`src/rtl/stim_pulse_sequencer.sv`:
```
// Biphasic, charge-balanced stimulation pulse-train sequencer with recording blanking.
// Optional charge-recovery phase: define STIM_CHARGE_RECOVERY_EN.
module stim_pulse_sequencer #(
    parameter int AMP_WIDTH       = 8,
    parameter int CNT_WIDTH       = 16,
    parameter int BLANK_TAIL      = 32,
    parameter int RECOVERY_CYCLES = 64
) (
    input  logic                 clk,
    input  logic                 reset_n,
    input  logic                 start,
    input  logic                 abort,
    input  logic [3:0]           stim_group,
    input  logic [1:0]           group_function,
    input  logic [AMP_WIDTH-1:0] amplitude,
    input  logic                 cathodic_first,
    input  logic [CNT_WIDTH-1:0] phase_width,
    input  logic [CNT_WIDTH-1:0] gap_width,
    input  logic [CNT_WIDTH-1:0] pulse_period,
    input  logic [CNT_WIDTH-1:0] pulse_count,
    output logic                 stim_active,
    output logic                 stim_polarity,
    output logic [AMP_WIDTH-1:0] stim_amplitude,
    output logic [3:0]           stim_group_out,
    output logic                 stim_blank,
    output logic                 charge_recovery,
    output logic                 busy,
    output logic                 stim_done,
    output logic                 stim_error,
    output logic [CNT_WIDTH-1:0] pulses_sent
);

    // state    | meaning
    // IDLE     | waiting for an accepted start
    // PHASE1   | first phase driving current, polarity !cathodic_first
    // GAP      | inter-phase gap, no current
    // PHASE2   | second phase, inverted polarity
    // REST     | rest between pulses
    // RECOVER  | charge-recovery switch closed (macro builds only)
    // DONE     | one-cycle completion pulse
    typedef enum logic [2:0] {
        S_IDLE   = 3'd0,
        S_PHASE1 = 3'd1,
        S_GAP    = 3'd2,
        S_PHASE2 = 3'd3,
        S_REST   = 3'd4,
`ifdef STIM_CHARGE_RECOVERY_EN
        S_RECOVER = 3'd5,
`endif
        S_DONE   = 3'd6
    } state_t;

`ifdef STIM_CHARGE_RECOVERY_EN
    localparam state_t S_FINISH = S_RECOVER;
`else
    localparam state_t S_FINISH = S_DONE;
`endif

    localparam int                   BLANK_W  = $clog2(BLANK_TAIL + 2);
    localparam logic [CNT_WIDTH-1:0] CNT_ONE  = CNT_WIDTH'(1);
    localparam logic [CNT_WIDTH-1:0] REC_LOAD = CNT_WIDTH'(RECOVERY_CYCLES - 1);
    localparam logic [BLANK_W-1:0]   BLANK_LD = BLANK_W'(BLANK_TAIL);
    localparam logic [BLANK_W-1:0]   BLANK_1  = BLANK_W'(1);

    state_t               state_q, state_d;
    logic [CNT_WIDTH-1:0] cnt_q, cnt_d;
    logic [AMP_WIDTH-1:0] amp_q;
    logic                 cath_q;
    logic [3:0]           group_q;
    logic [CNT_WIDTH-1:0] phase_q, gap_q, period_q, count_q;
    logic [CNT_WIDTH-1:0] pulses_q;
    logic [BLANK_W-1:0]   blank_q;
    logic                 error_q;
    logic                 accept, reject, pulse_end;
    logic                 cnt_zero, more_pulses;
    logic [CNT_WIDTH:0]   next_count;

    // A zero phase width still produces a one-cycle phase.
    function automatic logic [CNT_WIDTH-1:0] phase_load(input logic [CNT_WIDTH-1:0] w);
        return (w == '0) ? '0 : w - CNT_ONE;
    endfunction

    assign cnt_zero    = (cnt_q == '0);
    assign next_count  = {1'b0, pulses_q} + {{CNT_WIDTH{1'b0}}, 1'b1};
    assign more_pulses = next_count < {1'b0, count_q};

    always_comb begin
        state_d   = state_q;
        cnt_d     = cnt_q;
        accept    = 1'b0;
        reject    = 1'b0;
        pulse_end = 1'b0;
        case (state_q)
            S_IDLE: begin
                if (start && !abort) begin
                    if (group_function == 2'b01 && pulse_count != '0) begin
                        accept  = 1'b1;
                        state_d = S_PHASE1;
                        cnt_d   = phase_load(phase_width);
                    end else begin
                        reject = 1'b1;
                    end
                end
            end
            S_PHASE1: begin
                if (!cnt_zero) begin
                    cnt_d = cnt_q - CNT_ONE;
                end else if (gap_q != '0) begin
                    state_d = S_GAP;
                    cnt_d   = gap_q - CNT_ONE;
                end else begin
                    state_d = S_PHASE2;
                    cnt_d   = phase_load(phase_q);
                end
            end
            S_GAP: begin
                if (!cnt_zero) begin
                    cnt_d = cnt_q - CNT_ONE;
                end else begin
                    state_d = S_PHASE2;
                    cnt_d   = phase_load(phase_q);
                end
            end
            S_PHASE2: begin
                if (!cnt_zero) begin
                    cnt_d = cnt_q - CNT_ONE;
                end else begin
                    pulse_end = 1'b1;
                    if (!more_pulses) begin
                        state_d = S_FINISH;
                        cnt_d   = REC_LOAD;
                    end else if (period_q != '0) begin
                        state_d = S_REST;
                        cnt_d   = period_q - CNT_ONE;
                    end else begin
                        state_d = S_PHASE1;
                        cnt_d   = phase_load(phase_q);
                    end
                end
            end
            S_REST: begin
                if (!cnt_zero) begin
                    cnt_d = cnt_q - CNT_ONE;
                end else begin
                    state_d = S_PHASE1;
                    cnt_d   = phase_load(phase_q);
                end
            end
`ifdef STIM_CHARGE_RECOVERY_EN
            S_RECOVER: begin
                if (!cnt_zero) begin
                    cnt_d = cnt_q - CNT_ONE;
                end else begin
                    state_d = S_DONE;
                end
            end
`endif
            S_DONE:  state_d = S_IDLE;
            default: state_d = S_IDLE;
        endcase

        // Abort truncates the running pulse; it is never counted.
        if (abort && (state_q inside {S_PHASE1, S_GAP, S_PHASE2, S_REST})) begin
            state_d   = S_FINISH;
            cnt_d     = REC_LOAD;
            pulse_end = 1'b0;
        end
`ifdef STIM_CHARGE_RECOVERY_EN
        else if (abort && state_q == S_RECOVER) begin
            state_d = S_DONE;
        end
`endif
    end

    always_ff @(posedge clk or negedge reset_n) begin
        if (!reset_n) begin
            state_q  <= S_IDLE;
            cnt_q    <= '0;
            amp_q    <= '0;
            cath_q   <= 1'b0;
            group_q  <= '0;
            phase_q  <= '0;
            gap_q    <= '0;
            period_q <= '0;
            count_q  <= '0;
            pulses_q <= '0;
            blank_q  <= '0;
            error_q  <= 1'b0;
        end else begin
            state_q <= state_d;
            cnt_q   <= cnt_d;
            error_q <= reject;
            if (accept) begin
                amp_q    <= amplitude;
                cath_q   <= cathodic_first;
                group_q  <= stim_group;
                phase_q  <= phase_width;
                gap_q    <= gap_width;
                period_q <= pulse_period;
                count_q  <= pulse_count;
                pulses_q <= '0;
            end else if (pulse_end) begin
                pulses_q <= pulses_q + CNT_ONE;
            end
            // Tail starts when DONE retires; a restart during the tail keeps blanking continuous.
            if (state_q == S_DONE) begin
                blank_q <= BLANK_LD;
            end else if (state_q == S_IDLE && blank_q != '0) begin
                blank_q <= blank_q - BLANK_1;
            end
        end
    end

    assign stim_active    = (state_q == S_PHASE1) || (state_q == S_PHASE2);
    assign stim_polarity  = (state_q == S_PHASE1) ? !cath_q :
                            (state_q == S_PHASE2) ? cath_q : 1'b0;
    assign stim_amplitude = stim_active ? amp_q : '0;
    assign stim_group_out = group_q;
    assign busy           = (state_q != S_IDLE);
    assign stim_blank     = busy || (blank_q != '0);
    assign stim_done      = (state_q == S_DONE);
    assign stim_error     = error_q;
    assign pulses_sent    = pulses_q;
`ifdef STIM_CHARGE_RECOVERY_EN
    assign charge_recovery = (state_q == S_RECOVER);
`else
    assign charge_recovery = 1'b0;
`endif

endmodule

```
`config.mk`:
```
export PLATFORM = sky130hd
export DESIGN_NAME = stim_pulse_sequencer
export DESIGN_NICKNAME = d
export VERILOG_FILES = /design/src/rtl/stim_pulse_sequencer.sv
export SDC_FILE = /design/constraint.sdc
export NUM_CORES = 1
export LEC_CHECK = 0
export ABC_AREA = 1
export BUFFER_PORTS_ARGS = -buffer_cell sky130_fd_sc_hd__buf_4
export CORE_MARGIN = 2
export CORE_UTILIZATION = 55
export DETAILED_ROUTE_END_ITERATION = 10
export GPL_ROUTABILITY_DRIVEN = 1
export GPL_TIMING_DRIVEN = 1
export PLACE_DENSITY_LB_ADDON = 0.15
export SLEW_MARGIN = 20
export SYNTH_ARGS = -nofsm -noshare
export SYNTH_HDL_FRONTEND = slang
export SYNTH_SLANG_ARGS = --single-unit
```
`constraint.sdc`:
```
create_clock -name clk -period 6.9 [get_ports clk]
set_input_delay 1.035 -clock clk [delete_from_list [all_inputs] [get_ports clk]]
set_output_delay 1.035 -clock clk [all_outputs]
set_load 0.005 [all_outputs]
```
==> qor.yml <==
outcome: "completed"
clockBufferDepth: 2
required_ns: 5.86
fin_cells: 1600
cts_sinks: 119
synth_edf_count: 0
drc_errors: 0
synth_fa_ha_area_share_pct: 3.798
p_per_area_mw_per_mm2: 424.0
clockRootBuffer: "clkbuf_16"
cts_tree: "built"
routed_wl_mm: 23.84
antenna_found_initial: 0
vdd_drop_max_mv: 0.2191
grt_max_degree: 75
cts_buffers: 17
clk_latency_ns: 0.43
first_pass_iters: 5
rsz0062_at_grt: "false"
syn_area_mm2: 0.008566
vias: 8585
critPathMaxFanout: 11
synth_xor_area_share_pct: 4.601
dieArea_mm2: 0.01659
min_period_over_period_pct: 48.79
grt_pass1_vias: 8108
setup-tns-final_ns: 0
detail_route.vias_per_cell: 5.366
multiInputGateArea_mm2: 0.004755
fmax_ghz: 0.2971
dp_hpwl_mm: 18.20
seq_area_mm2: 0.002978
avgSynthCellArea_um2: 6.635
arrival_ns: 2.33
gr-total-overflow: 0
setup.worst_path.start_class: "flop"
worst_pin_slew_ns: 0.7653
die_h_um: 128.8
synth_seq_cells: 119
syn-num-nets: 1400
nets: 1508
core_mm2: 0.01520
track_usage_pct: 30.12
clock_skew_ns: 0.009536
initial_utilization_pct: 56.35
ys_types: 42
power_w: 0.004279
drt_iter0_drc: 817
clk_pin_slew_ns: 0.06
crit_type: "flop to output pin"
ios: 118
synth_warnings: 0
fill_cells: 1414
cp-end-kind: "output pin"
drive_gt1_share_pct: 14.80
ys_seq_area_share_pct: 34.76
place_inst: 1568
area_growth_pct: 17.82
postCtsSetupRepairBufs: 0
syn_inst: 1291
p_leak_nw: 5.203
die_w_um: 128.8
synth_compound_area_share_pct: 10.77
period_needed_ns: 3.366
synth-main-ff-cell: "dfrtp_1"
grt_pass1_wl_mm: 39.20
synth_top_family_by_area: "simple AND/OR/NAND/NOR gates"
htree_num_levels: 4
synth_mux_area_share_pct: 1.446
gp_congestion: 0.9775
cts_hold_buf: 0
wl_per_cell_um: 14.90
async_flop_share_pct: 100.0
detail-route-antenna-nets: 0
n_antenna_cell: 0
relSlewSlack_pct: 48.98
port_buffers: 116
synth_simple_gate_area_share_pct: 34.76
maxSlewViolCount: 0
holdCritPathClass: "flop to flop"
rows: 45
finalSetupViolCount: 0
maxCapViolCount: 0
hold_viol_final: 0
cts_resized: 0
## synth_stat cells, types with 4 or more instances
| cell | instances | area, µm² |
|---|---|---|
| nand4_1 | 14 | 87.58 |
| nor4_1 | 4 | 25.02 |
| nor3_1 | 11 | 55.05 |
| nand3_2 | 5 | 50.05 |
| inv_2 | 12 | 45.04 |
| a21oi_1 | 66 | 330.3 |
| o22ai_1 | 6 | 37.54 |
| buf_2 | 15 | 75.07 |
| inv_1 | 166 | 623.1 |
| ha_1 | 26 | 325.3 |
| buf_4 | 5 | 37.54 |
| nand2_1 | 324 | 1216 |
| nand2_2 | 6 | 37.54 |
| or2_2 | 5 | 31.28 |
| o21ai_0 | 77 | 385.4 |
| xor2_1 | 40 | 350.3 |
| nor2_1 | 228 | 855.8 |
| xnor2_1 | 5 | 43.79 |
| nor2_2 | 12 | 75.07 |
| dfrtp_1 | 119 | 2978 |
| clkbuf_1 | 6 | 22.52 |
| o21ai_1 | 8 | 40.04 |
| nand3_1 | 86 | 430.4 |
| o21bai_1 | 6 | 45.04 |
| mux2_2 | 11 | 123.9 |
## per-stage QoR
stage               hold WS (ns)  utilization, %  area, µm²  setup WS, ns
finish                    0.4906           66.39      10090         3.534
global route              0.5103           66.39      10090         3.147
CTS                       0.4926           66.39      10090         3.534
detailed placement        0.4788           62.66       9525         3.448
global placement          0.4719           62.66       9525         3.446
floorplan                 0.4530               -       8566         4.169
## routing by layer
layer	track usage, %	routed length, µm
met1	42.59	10980
met2	45.66	10380
met3	5.946	1823
met4	11.89	661
met5	0	0
## worst max-delay path: stages, from the launching register on
cell and delay [ns]:
dfrtp_1 0.44, nor2_2 0.16, inv_2 0.15, nor2_1 0.58
inv_1 0.22, o21ai_0 0.21, buf_4 0.14
## where the power goes
part	leakage (nW)	switching, W	total [W]	internal (W)
logic	3.52	0.00137	0.00215	0.000779
clock network	0.270	0.000352	0.000859	0.000507
registers	1.41	0.000278	0.00127	0.000993
## layout by cell type, fill, tap and decap left out, drive strengths merged, types with 8 or more instances in the layout
master  synthesis  final
o21ai          86     86
dfrtp         119    119
mux2           11     11
a21oi          66     66
nand4          14     14
ha             26     26
clkinv          1      8
clkbuf          6     19
nor2          243    243
buf            23    118
nand3          91     91
nor3           13     13
nand2         332    332
xor2           40     40
inv           178    180
## state kept, by name (all words and copies together) (netlist names)
name / count
phase_q: 16
amp_q: 8
cath_q: 1
cnt_q: 16
stim_group_out: 4
state_q: 3
stim_error: 1
period_q: 16
count_q: 16
gap_q: 16
blank_q: 6
pulses_sent: 16
## layout make-up
class | instances | area share [%]
sequential | 119 | 29.51
clock inverter | 13 | 1.227
inverter | 179 | 6.658
tap | 188 | 2.331
timing repair buffer | 118 | 8.778
clock buffer | 19 | 4.389
multi-input combinational | 964 | 47.11
## worst paths after layout
check | startpoint | end | slack [ns] | depth (start not counted)
max in group asynchronous | reset_n | gap_q[1] | 4.98 | 2
min in group asynchronous | reset_n | pulses_sent[14] | 0.67 | 1
max | state_q[2] | stim_polarity | 3.53 | 6
min | count_q[6] | count_q[6] | 0.49 | 2
max reg2reg | pulses_sent[0] | cnt_q[15] | 3.55 | 21
min reg2reg | count_q[6] | count_q[6] | 0.49 | 2
## logic make-up after synthesis
| group | after synthesis |
|---|---|
| adders and majority gates | 26 |
| other | 1 |
| DFF | 119 |
| and+or+nand+nor | 707 |
| AOI/OAI and AO/OA | 174 |
| xor gates and xnor gates | 45 |
| buffers and inverters | 208 |
| muxes | 11 |
(Power assumes the default switching activity.)
